$ cat src/rtl/wb_defer_pipe_pkg.sv
// Shared types and limits for the writeback-deferral pipeline.
// Optional statistics counters are enabled with WB_STATS_EN.
package wb_defer_pipe_pkg;

  localparam int MEM_LAT_MAX = 4;
  localparam int LAT_MIN     = 1;
  localparam int SEL_W_MAX   = 8;
  localparam int ADDR_W_MAX  = 32;

  // Fields are sized for the widest legal build and narrowed by the users.
  typedef struct packed {
    logic                  valid;
    logic                  we0;
    logic                  we1;
    logic [SEL_W_MAX-1:0]  sel0;
    logic [SEL_W_MAX-1:0]  sel1;
    logic [ADDR_W_MAX-1:0] addr;
    logic                  ret;
  } pipe_entry_t;

endpackage

$ cat src/rtl/wb_defer_pipe_if.sv
// Decode-side and writeback-side signals of the deferral pipeline.
// The statistics ports (WB_STATS_EN) sit on the top module itself.
interface wb_defer_pipe_if #(
  parameter int SEL_W  = 4,
  parameter int ADDR_W = 14
);

  logic              in_valid;
  logic              in_mem_read;
  logic              in_ret;
  logic              in_we0;
  logic              in_we1;
  logic [SEL_W-1:0]  in_sel0;
  logic [SEL_W-1:0]  in_sel1;
  logic [SEL_W-1:0]  in_src_a;
  logic [SEL_W-1:0]  in_src_b;
  logic [ADDR_W-1:0] in_addr;
  logic              flush;
  logic              stall;
  logic              out_we0;
  logic              out_we1;
  logic [SEL_W-1:0]  out_sel0;
  logic [SEL_W-1:0]  out_sel1;
  logic [ADDR_W-1:0] out_addr;
  logic              out_from_mem;
  logic              out_ret_pend;

  modport master (
    output in_valid, in_mem_read, in_ret,
    output in_we0, in_we1, in_sel0, in_sel1,
    output in_src_a, in_src_b, in_addr, flush,
    input  stall, out_we0, out_we1,
    input  out_sel0, out_sel1, out_addr,
    input  out_from_mem, out_ret_pend
  );

  modport slave (
    input  in_valid, in_mem_read, in_ret,
    input  in_we0, in_we1, in_sel0, in_sel1,
    input  in_src_a, in_src_b, in_addr, flush,
    output stall, out_we0, out_we1,
    output out_sel0, out_sel1, out_addr,
    output out_from_mem, out_ret_pend
  );

endinterface

$ cat src/rtl/wb_hazard_cmp.sv
// Load-use compare of one in-flight pipe entry against both
// source selectors of the live instruction.
module wb_hazard_cmp #(
  parameter int SEL_W = 4
) (
  input  logic             valid,
  input  logic             we0,
  input  logic             we1,
  input  logic [SEL_W-1:0] sel0,
  input  logic [SEL_W-1:0] sel1,
  input  logic [SEL_W-1:0] src_a,
  input  logic [SEL_W-1:0] src_b,
  output logic             hit
);

  logic hit0;
  logic hit1;

  assign hit0 = we0 & ((sel0 == src_a) | (sel0 == src_b));
  assign hit1 = we1 & ((sel1 == src_a) | (sel1 == src_b));
  assign hit  = valid & (hit0 | hit1);

endmodule

$ cat src/rtl/wb_defer_pipe.sv
// Defers load/return writebacks by MEM_LAT cycles and stalls decode.
// Define WB_STATS_EN to add saturating stall_cnt/load_cnt ports.
module wb_defer_pipe
  import wb_defer_pipe_pkg::*;
#(
  parameter int DATA_W  = 16,
  parameter int ADDR_W  = 14,
  parameter int SEL_W   = 4,
  parameter int MEM_LAT = 1
) (
  input  logic           clk,
  input  logic           reset,
  wb_defer_pipe_if.slave bus
`ifdef WB_STATS_EN
  ,
  output logic [15:0]    stall_cnt,
  output logic [15:0]    load_cnt
`endif
);

  if (MEM_LAT < LAT_MIN || MEM_LAT > MEM_LAT_MAX)
    $error("wb_defer_pipe: MEM_LAT out of range");
  if (SEL_W > SEL_W_MAX || ADDR_W > ADDR_W_MAX || DATA_W < 1)
    $error("wb_defer_pipe: width parameter out of range");

  pipe_entry_t        p [MEM_LAT];
  pipe_entry_t        slot;
  pipe_entry_t        push;
  logic [MEM_LAT-1:0] hit;
  logic               is_load;
  logic               effect;
  logic               rule1;
  logic               rule2;
  logic               stall_i;
  logic               accepted;

  assign slot    = p[MEM_LAT-1];
  assign is_load = bus.in_mem_read | bus.in_ret;
  assign effect  = bus.in_we0 | bus.in_we1 | is_load;

  for (genvar k = 0; k < MEM_LAT; k++) begin : g_cmp
    wb_hazard_cmp #(.SEL_W(SEL_W)) u_cmp (
      .valid (p[k].valid),
      .we0   (p[k].we0),
      .we1   (p[k].we1),
      .sel0  (SEL_W'(p[k].sel0)),
      .sel1  (SEL_W'(p[k].sel1)),
      .src_a (bus.in_src_a),
      .src_b (bus.in_src_b),
      .hit   (hit[k])
    );
  end

  assign rule1    = slot.valid & effect;
  assign rule2    = |hit;
  assign stall_i  = ~reset & bus.in_valid & ~bus.flush
                  & (rule1 | rule2);
  assign accepted = ~reset & bus.in_valid & ~stall_i
                  & ~bus.flush;

  always_comb begin
    push       = '0;
    push.valid = accepted & is_load;
    push.we0   = bus.in_we0;
    push.we1   = bus.in_we1;
    push.sel0  = SEL_W_MAX'(bus.in_sel0);
    push.sel1  = SEL_W_MAX'(bus.in_sel1);
    push.addr  = ADDR_W_MAX'(bus.in_addr);
    push.ret   = bus.in_ret;
  end

  // Shifts every cycle, stalled or not, so in-flight loads always drain.
  always_ff @(posedge clk) begin
    if (reset) begin
      for (int k = 0; k < MEM_LAT; k++) p[k] <= '0;
    end else begin
      p[0] <= push;
      for (int k = 1; k < MEM_LAT; k++) p[k] <= p[k-1];
    end
  end

  always_comb begin
    bus.stall        = stall_i;
    bus.out_we0      = 1'b0;
    bus.out_we1      = 1'b0;
    bus.out_sel0     = bus.in_sel0;
    bus.out_sel1     = bus.in_sel1;
    bus.out_addr     = bus.in_addr;
    bus.out_from_mem = 1'b0;
    bus.out_ret_pend = 1'b0;
    priority case (1'b1)
      reset: ;
      slot.valid: begin
        bus.out_we0      = slot.we0;
        bus.out_we1      = slot.we1;
        bus.out_sel0     = SEL_W'(slot.sel0);
        bus.out_sel1     = SEL_W'(slot.sel1);
        bus.out_addr     = ADDR_W'(slot.addr);
        bus.out_from_mem = 1'b1;
        bus.out_ret_pend = slot.ret;
      end
      accepted & ~is_load: begin
        bus.out_we0 = bus.in_we0;
        bus.out_we1 = bus.in_we1;
      end
      default: ;
    endcase
  end

`ifdef WB_STATS_EN
  always_ff @(posedge clk) begin
    if (reset) begin
      stall_cnt <= '0;
      load_cnt  <= '0;
    end else begin
      if (stall_i && stall_cnt != 16'hFFFF)
        stall_cnt <= stall_cnt + 16'd1;
      if (accepted && is_load && load_cnt != 16'hFFFF)
        load_cnt <= load_cnt + 16'd1;
    end
  end
`endif

endmodule
$ cat src/flat_wrapper.sv
// flat-port wrapper written by rule: the top's interface ports become plain ports
module wb_defer_pipe_flat import wb_defer_pipe_pkg::*;
#(
  parameter int DATA_W  = 16,
  parameter int ADDR_W  = 14,
  parameter int SEL_W   = 4,
  parameter int MEM_LAT = 1
)
  (clk, reset, bus_in_valid, bus_in_mem_read, bus_in_ret, bus_in_we0, bus_in_we1, bus_in_sel0, bus_in_sel1, bus_in_src_a, bus_in_src_b, bus_in_addr, bus_flush, bus_stall, bus_out_we0, bus_out_we1, bus_out_sel0, bus_out_sel1, bus_out_addr, bus_out_from_mem, bus_out_ret_pend);
  wb_defer_pipe_if #(.SEL_W(SEL_W), .ADDR_W(ADDR_W)) bus_i ();
  input  logic clk;
  input  logic reset;
  input wire logic [$bits(bus_i.in_valid)-1:0] bus_in_valid;
  input wire logic [$bits(bus_i.in_mem_read)-1:0] bus_in_mem_read;
  input wire logic [$bits(bus_i.in_ret)-1:0] bus_in_ret;
  input wire logic [$bits(bus_i.in_we0)-1:0] bus_in_we0;
  input wire logic [$bits(bus_i.in_we1)-1:0] bus_in_we1;
  input wire logic [$bits(bus_i.in_sel0)-1:0] bus_in_sel0;
  input wire logic [$bits(bus_i.in_sel1)-1:0] bus_in_sel1;
  input wire logic [$bits(bus_i.in_src_a)-1:0] bus_in_src_a;
  input wire logic [$bits(bus_i.in_src_b)-1:0] bus_in_src_b;
  input wire logic [$bits(bus_i.in_addr)-1:0] bus_in_addr;
  input wire logic [$bits(bus_i.flush)-1:0] bus_flush;
  output wire logic [$bits(bus_i.stall)-1:0] bus_stall;
  output wire logic [$bits(bus_i.out_we0)-1:0] bus_out_we0;
  output wire logic [$bits(bus_i.out_we1)-1:0] bus_out_we1;
  output wire logic [$bits(bus_i.out_sel0)-1:0] bus_out_sel0;
  output wire logic [$bits(bus_i.out_sel1)-1:0] bus_out_sel1;
  output wire logic [$bits(bus_i.out_addr)-1:0] bus_out_addr;
  output wire logic [$bits(bus_i.out_from_mem)-1:0] bus_out_from_mem;
  output wire logic [$bits(bus_i.out_ret_pend)-1:0] bus_out_ret_pend;
  assign bus_i.in_valid = bus_in_valid;
  assign bus_i.in_mem_read = bus_in_mem_read;
  assign bus_i.in_ret = bus_in_ret;
  assign bus_i.in_we0 = bus_in_we0;
  assign bus_i.in_we1 = bus_in_we1;
  assign bus_i.in_sel0 = bus_in_sel0;
  assign bus_i.in_sel1 = bus_in_sel1;
  assign bus_i.in_src_a = bus_in_src_a;
  assign bus_i.in_src_b = bus_in_src_b;
  assign bus_i.in_addr = bus_in_addr;
  assign bus_i.flush = bus_flush;
  assign bus_stall = bus_i.stall;
  assign bus_out_we0 = bus_i.out_we0;
  assign bus_out_we1 = bus_i.out_we1;
  assign bus_out_sel0 = bus_i.out_sel0;
  assign bus_out_sel1 = bus_i.out_sel1;
  assign bus_out_addr = bus_i.out_addr;
  assign bus_out_from_mem = bus_i.out_from_mem;
  assign bus_out_ret_pend = bus_i.out_ret_pend;
  wb_defer_pipe #(.DATA_W(DATA_W), .ADDR_W(ADDR_W), .SEL_W(SEL_W), .MEM_LAT(MEM_LAT)) u_core (.clk(clk), .reset(reset), .bus(bus_i));
endmodule
$ cat config.mk
export PLATFORM = sky130hd
export DESIGN_NAME = wb_defer_pipe_flat
export DESIGN_NICKNAME = d
export VERILOG_FILES = /design/src/rtl/wb_defer_pipe_pkg.sv /design/src/rtl/wb_defer_pipe_if.sv /design/src/rtl/wb_hazard_cmp.sv /design/src/rtl/wb_defer_pipe.sv /design/src/flat_wrapper.sv
export SDC_FILE = /design/constraint.sdc
export NUM_CORES = 1
export LEC_CHECK = 0
export CAP_MARGIN = 20
export CORE_UTILIZATION = 42
export DETAILED_ROUTE_END_ITERATION = 7
export GPL_TIMING_DRIVEN = 1
export PLACE_DENSITY_LB_ADDON = 0.05
export SETUP_SLACK_MARGIN = 0.5
export SLEW_MARGIN = 20
export SYNTH_ARGS = -nofsm -noshare
export SYNTH_HDL_FRONTEND = slang
export SYNTH_SLANG_ARGS = --single-unit
$ cat constraint.sdc
create_clock -name clk -period 2.44 [get_ports clk]
set_input_delay 0.244 -clock clk [delete_from_list [all_inputs] [get_ports clk]]
set_output_delay 0.244 -clock clk [all_outputs]
set_load 0.02 [all_outputs]
# Word-level counts from Yosys, hierarchy flattened

Memory sizes are Yosys's and may differ from the RTL's.
Cells that the tools add are included.

Latch bits: 0
Bits in registers: 0
Memories: 1
Word-level logic and storage cells: 49
Output and inout bits: 27
Memory bits (read-only): 0
Bits in writable memories: 26
Input bits: 38

Equal/unequal tests: 4
Bitwise gates (word level): 22
$lt $le $gt $ge: 0
Div/mod/pow operators: 0
Shifts and indexed selects: 0
Reductions and logical operators: 1
$add $sub $neg: 0
Muxes and demuxes: 21
Multipliers: 0

Memories:

| memory   | words | bits a word | rd ports | clocked after memory_dff | write ports | RTL line            | source |
|---|---|---|---|---|---|---|---|
| u_core.p | 1     | 26          | 1        | 0                        | 1           | wb_defer_pipe.sv:26 | `pipe_entry_t p [MEM_LAT];` |

Operators by type and width:

| operator            | count |
|---|---|
| two-way mux 14 bit  | 2 |
| two-way mux 26 bit  | 1 |
| OR reduction 26 bit | 1 |
| == test 4 bit       | 4 |
| two-way mux 4 bit   | 4 |
| two-way mux 1 bit   | 14 |
| bitwise AND 1 bit   | 11 |
| bitwise OR 1 bit    | 7 |
| NOT 1 bit           | 4 |

# Longest topological paths before layout

An unclocked memory read counts as a cell.

Depth after elaboration: 15
Mapped depth: 5
Depth with buffers taken out: 4

# Hierarchy

From an unflattened synthesis, not the netlist that was laid out.

Cell total of the unflattened synthesis: 118
Area, all modules: 1,249.9 sq um

By module, submodules not included:

| module        | cells an instance | seq. area each (sq um) | area an instance (sq um) | instances |
|---|---|---|---|---|
| wb_defer_pipe | 95                | 520.5                  | 1,061.0                  | 1 |
| wb_hazard_cmp | 23                | 0.0                    | 188.9                    | 1 |

# Worst setup path before layout

OpenSTA, ideal clock, no wires.

Path kind: input to output
Start point: input reset
End point: output bus_out_we0
Data required time: 2.196 ns
Arrival: 1.388 ns
Stages: 5
Path buffers: 1
Setup slack: 0.808 ns
Cells stage by stage: buf_6 > or4b_4 > nor3_2 > a22oi_1 > nor2_1

Word-level cells in the longest chain between the ends: 11

Ends and longest elaborated chain:

| item                            | RTL line                                 | source |
|---|---|---|
| start: declaration              | flat_wrapper.sv:12                       | `input logic reset;` |
| NOT 1 bit                       | wb_defer_pipe.sv:56, wb_defer_pipe.sv:58 |  |
| bitwise AND 1 bit               | wb_defer_pipe.sv:56, wb_defer_pipe.sv:58 |  |
| bitwise AND 1 bit               | wb_defer_pipe.sv:56                      | `assign stall_i = ~reset & bus.in_valid & ~bus.flush` |
| bitwise AND 1 bit               | wb_defer_pipe.sv:57                      | `& (rule1 \| rule2);` |
| NOT 1 bit                       | wb_defer_pipe.sv:58                      | `assign accepted = ~reset & bus.in_valid & ~stall_i` |
| bitwise AND 1 bit               | wb_defer_pipe.sv:58                      |  |
| bitwise AND 1 bit               | wb_defer_pipe.sv:59                      | `& ~bus.flush;` |
| bitwise AND 1 bit               | wb_defer_pipe.sv:102                     | `accepted & ~is_load: begin` |
| two-way mux 1 bit (2 in series) | wb_defer_pipe.sv:91                      | `priority case (1'b1)` |
| two-way mux 1 bit *             | wb_defer_pipe.sv:91                      |  |
| end: declaration                | flat_wrapper.sv:25                       | `output wire logic [$bits(bus_i.out_we0)-1:0] bus_out_we0;` |

Mark *: on every way between the ends. The rest lies on a longest branch, timed or not.

# Worst setup path in the final report

Start point: memory u_core.p[0][25] in the netlist's numbering
End point: output bus_out_we0

Word-level cells in the longest chain between the ends: 11
Elaborated cells between the ends (all ways): 12
Those cells by class: 3 x mux; 8 x bitwise; 1 x memory

Ends and longest elaborated chain:

| item                                 | RTL line |
|---|---|
| start: declaration                   | wb_defer_pipe.sv:26 |
| memory (1 x 26 bit) *                | -- |
| bitwise AND 1 bit (on tied branches) | wb_defer_pipe.sv:54, wb_hazard_cmp.sv:21 |
| bitwise OR 1 bit                     | wb_defer_pipe.sv:57 |
| bitwise AND 1 bit                    | wb_defer_pipe.sv:57 |
| NOT 1 bit                            | wb_defer_pipe.sv:58 |
| bitwise AND 1 bit                    | wb_defer_pipe.sv:58 |
| bitwise AND 1 bit                    | wb_defer_pipe.sv:59 |
| bitwise AND 1 bit                    | wb_defer_pipe.sv:102 |
| two-way mux 1 bit                    | wb_defer_pipe.sv:91 |
| two-way mux 1 bit * (2 in series)    | wb_defer_pipe.sv:91 |

Marks and branches as above.

==> summary.md <==
| Metric | Value |
|---|---|
| Status | `finished, final reports clean` |
| Tightest Pin Transition | `0.251 ns` |
| Hold-fix buffers at CTS | `0` |
| Top post-synthesis cells by area | `dfxtp_1 42%, mux2_2 17%, xor2_1 11%` |
| # clock sinks | `26` |
| CTS Buffer Depth | `2` |
| Total track usage | `0.197` |
| Top-count cell post-synth | `dfxtp_1` |
| Clock Skew | `0 ns` |
| Share of cells above drive strength 1 | `0.440` |
| Endpoints failing setup | `0` |
| Max IR drop VDD | `592 uV` |
| Main flop type after synthesis | `dfxtp_1` |
| Sequential fraction of the synthesis area | `0.420` |
| RR Endpoint | `u_core.p[0][25]` |
| Seq cells post-synth | `26` |
| DRT antenna net count | `0` |
| Die width | `56.3 microns` |
| Largest Register | `u_core.p` |
| Fin nets | `230` |
| Final HPWL DP | `2.17 mm` |
| Via/cell ratio | `4.96` |
| Final setup TNS | `0 ns` |
| Critical Path Source Type | `flip-flop` |
| Die Height | `56.3 microns` |
| Worst hold path depth | `3` |
| Mapped Cells | `114` |
| WP data required | `2.20 ns` |
| Largest net degree at the start of global routing | `19` |
| Worst R2R Setup Slack | `1.38 ns` |
| Asr flop ratio synth | `0` |
| WP data arrival | `1.83 ns` |
| Synthesis Warnings | `0` |
| Hold crit path type | `in -> reg` |
| Final design utilization | `0.792` |
| Iteration-0 DRC Markers | `26` |
| CTS tree | `built` |
| Met2 Usage GRT | `0.340` |
| Syn nets | `152` |
| Max Freq | `0.483 GHz` |
| RSZ-0062 raised after global routing | `yes` |
| Max-cap violations | `0` |
| Max-slew violations | `0` |
| Reg2reg path depth | `2` |
| Clk pin slew, worst setup/hold paths | `0.14 ns` |
| Drt total wl | `3.30 mm` |
| H-tree lvl count | `1` |
| Global routing usage on met3 | `0.0484` |
| Layout area overhead | `77.9%` |
| Core area | `2780 sq um` |
| Vias in the first global route | `1075` |
| Final Hold Viols | `0` |
| Routed WL per cell | `14.9 microns` |
| Row count | `19` |
| I/O Buffers | `64` |
| Biggest regs | `u_core.p x26` |
| DR vias | `1102` |
| Synth Area per Inst | `10.9 sq um` |
| Grt peak-use layer | `met2` |
| RR Startpoint | `u_core.p[0][25]` |
| Synth cell count leaders | `26 x dfxtp_1, 19 x mux2_2, 18 x nor2b_1` |
| Worst hold path startpoint | `reset` |
| Hold EP | `u_core.p[0][25]` |
| Worst setup EP type | `output port` |
| LEAKAGE | `0.985 nW` |
| Max reg flops | `26` |
| Most area-hungry cell type in the Yosys netlist | `dfxtp_1` |
| DP Worst Slack | `-0.0304 ns` |
| I/O pins | `65` |
| Grt ovf | `0` |
| Final setup margin | `0.370 ns` |
| Antenna cell count | `0` |
| DR pass1 iterations | `4` |
| Die area | `3170 sq um` |
| Mapped cell area | `1240 sq um` |
| Met1 Use GR | `0.241` |
| Root buffer cell | `clkbuf_4` |
| CTS buffer count | `3` |
| GPL Wtd Cong | `0.797` |
| First-pass GRT wire length | `4.88 mm` |
| Crit path time final | `2.07 ns` |
| Slew headroom | `0.831` |
| DRC | `0` |
| EDFF count, synth | `0` |
| Clock latency on the worst-skew pair | `0.32 ns` |
| Unique masters post-synth | `19` |
| Crit Path Category | `reg -> out` |
| Worst Path Max Fanout | `2` |
| Power density cells | `465 nW/um^2` |
| Initial antenna violation count | `0` |
| Share of the synthesized area in the top cell type | `0.420` |
| Starting Density | `0.445` |
| Period utilization | `0.848` |
## final cells by class
class                      count  area [sq um]
timing repair buffer          79           800
multi-input combinational     82           786
fill                         180           578
sequential                    26           527
tap                           31          38.8
clock inverter                 1          30.0
clock buffer                   3          22.5
## worst max-delay path, cell delays in order, from the launching register on
cell and delay [ns]:
dfxtp_2 0.35, or4b_4 0.55, nor3_4 0.17, buf_6 0.13, a22oi_2 0.04, nor2_1 0.11
buf_4 0.15
## logic make-up after synthesis
group | synth area share
AOI/OAI and AO/OA | 0.0253
muxes | 0.200
buffers and inverters | 0.0273
xor gates and xnor gates | 0.113
and+or+nand+nor | 0.214
DFF | 0.420
## per-stage QoR
| stage | hold slack, ns | instances | area (sq um) | total power, W |
|---|---|---|---|---|
| 2_1_floorplan | 0.372 | 114 | 1240 | 0.000569 |
| 3_3_place_gp | 0.578 | 209 | 1930 | 0.000693 |
| 3_5_place_dp | 0.608 | 209 | 1930 | 0.000698 |
| 4_1_cts | 0.358 | 219 | 1940 | 0.000979 |
| 5_1_grt | 0.344 | 222 | 2200 | 0.00107 |
| 6_report | 0.382 | 222 | 2200 | 0.00102 |
## timing repair
item                       in CTS  in global routing
setup endpoints to repair      27                 26
buffers inserted                4                  3
pin swaps                       2                  6
hold endpoints to repair        0                  0
resized for setup             116                 80
cloned                          2                  0
## layout by cell type, fill, tap and decap left out
cell             count
and2_1               1
or4b_4               1
mux2_4              22
dlygate4sd2_1        2
and2b_2              7
clkbuf_2             1
buf_6               31
a31oi_1              1
dfxtp_1             21
dfxtp_2              5
o21ai_0              2
nor4_1               5
xor2_1              16
nor2b_1             18
a22oi_2              2
clkbuf_4             3
buf_4                9
bufinv_16            1
nand3b_1             1
nor2_1               4
and2b_4              1
nor3_4               1
clkdlybuf4s50_1     36
## how the worst max path moves through the flow
stage	startpoint	to	slack, ns	cells after the start
after CTS	u_core.p[0][25]	bus_out_we1	0.34	5
final	u_core.p[0][25]	bus_out_we0	0.37	6
after global placement	reset	bus_out_we0	0.04	6
after global routing	u_core.p[0][25]	bus_out_we0	0.27	6
after floorplan	reset	bus_out_we0	0.81	5
after detailed placement	reset	bus_out_we1	-0.03	6
## where the power goes
group | leakage, nW | switching [W] | total [W] | internal, W
combinational | 0.739 | 0.000102 | 0.000267 | 0.000166
sequential | 0.218 | 0.0000141 | 0.000462 | 0.000448
clock | 0.0279 | 0.000129 | 0.000295 | 0.000166
total | 0.985 | 0.000245 | 0.00102 | 0.000780
## metal layers
metal,up-vias,part of all wire
li1,540,-
met5,-,0
met3,4,0.059
met1,522,0.43
met4,0,0.017
met2,36,0.49
No activity file was read; power rests on OpenSTA's default activity.
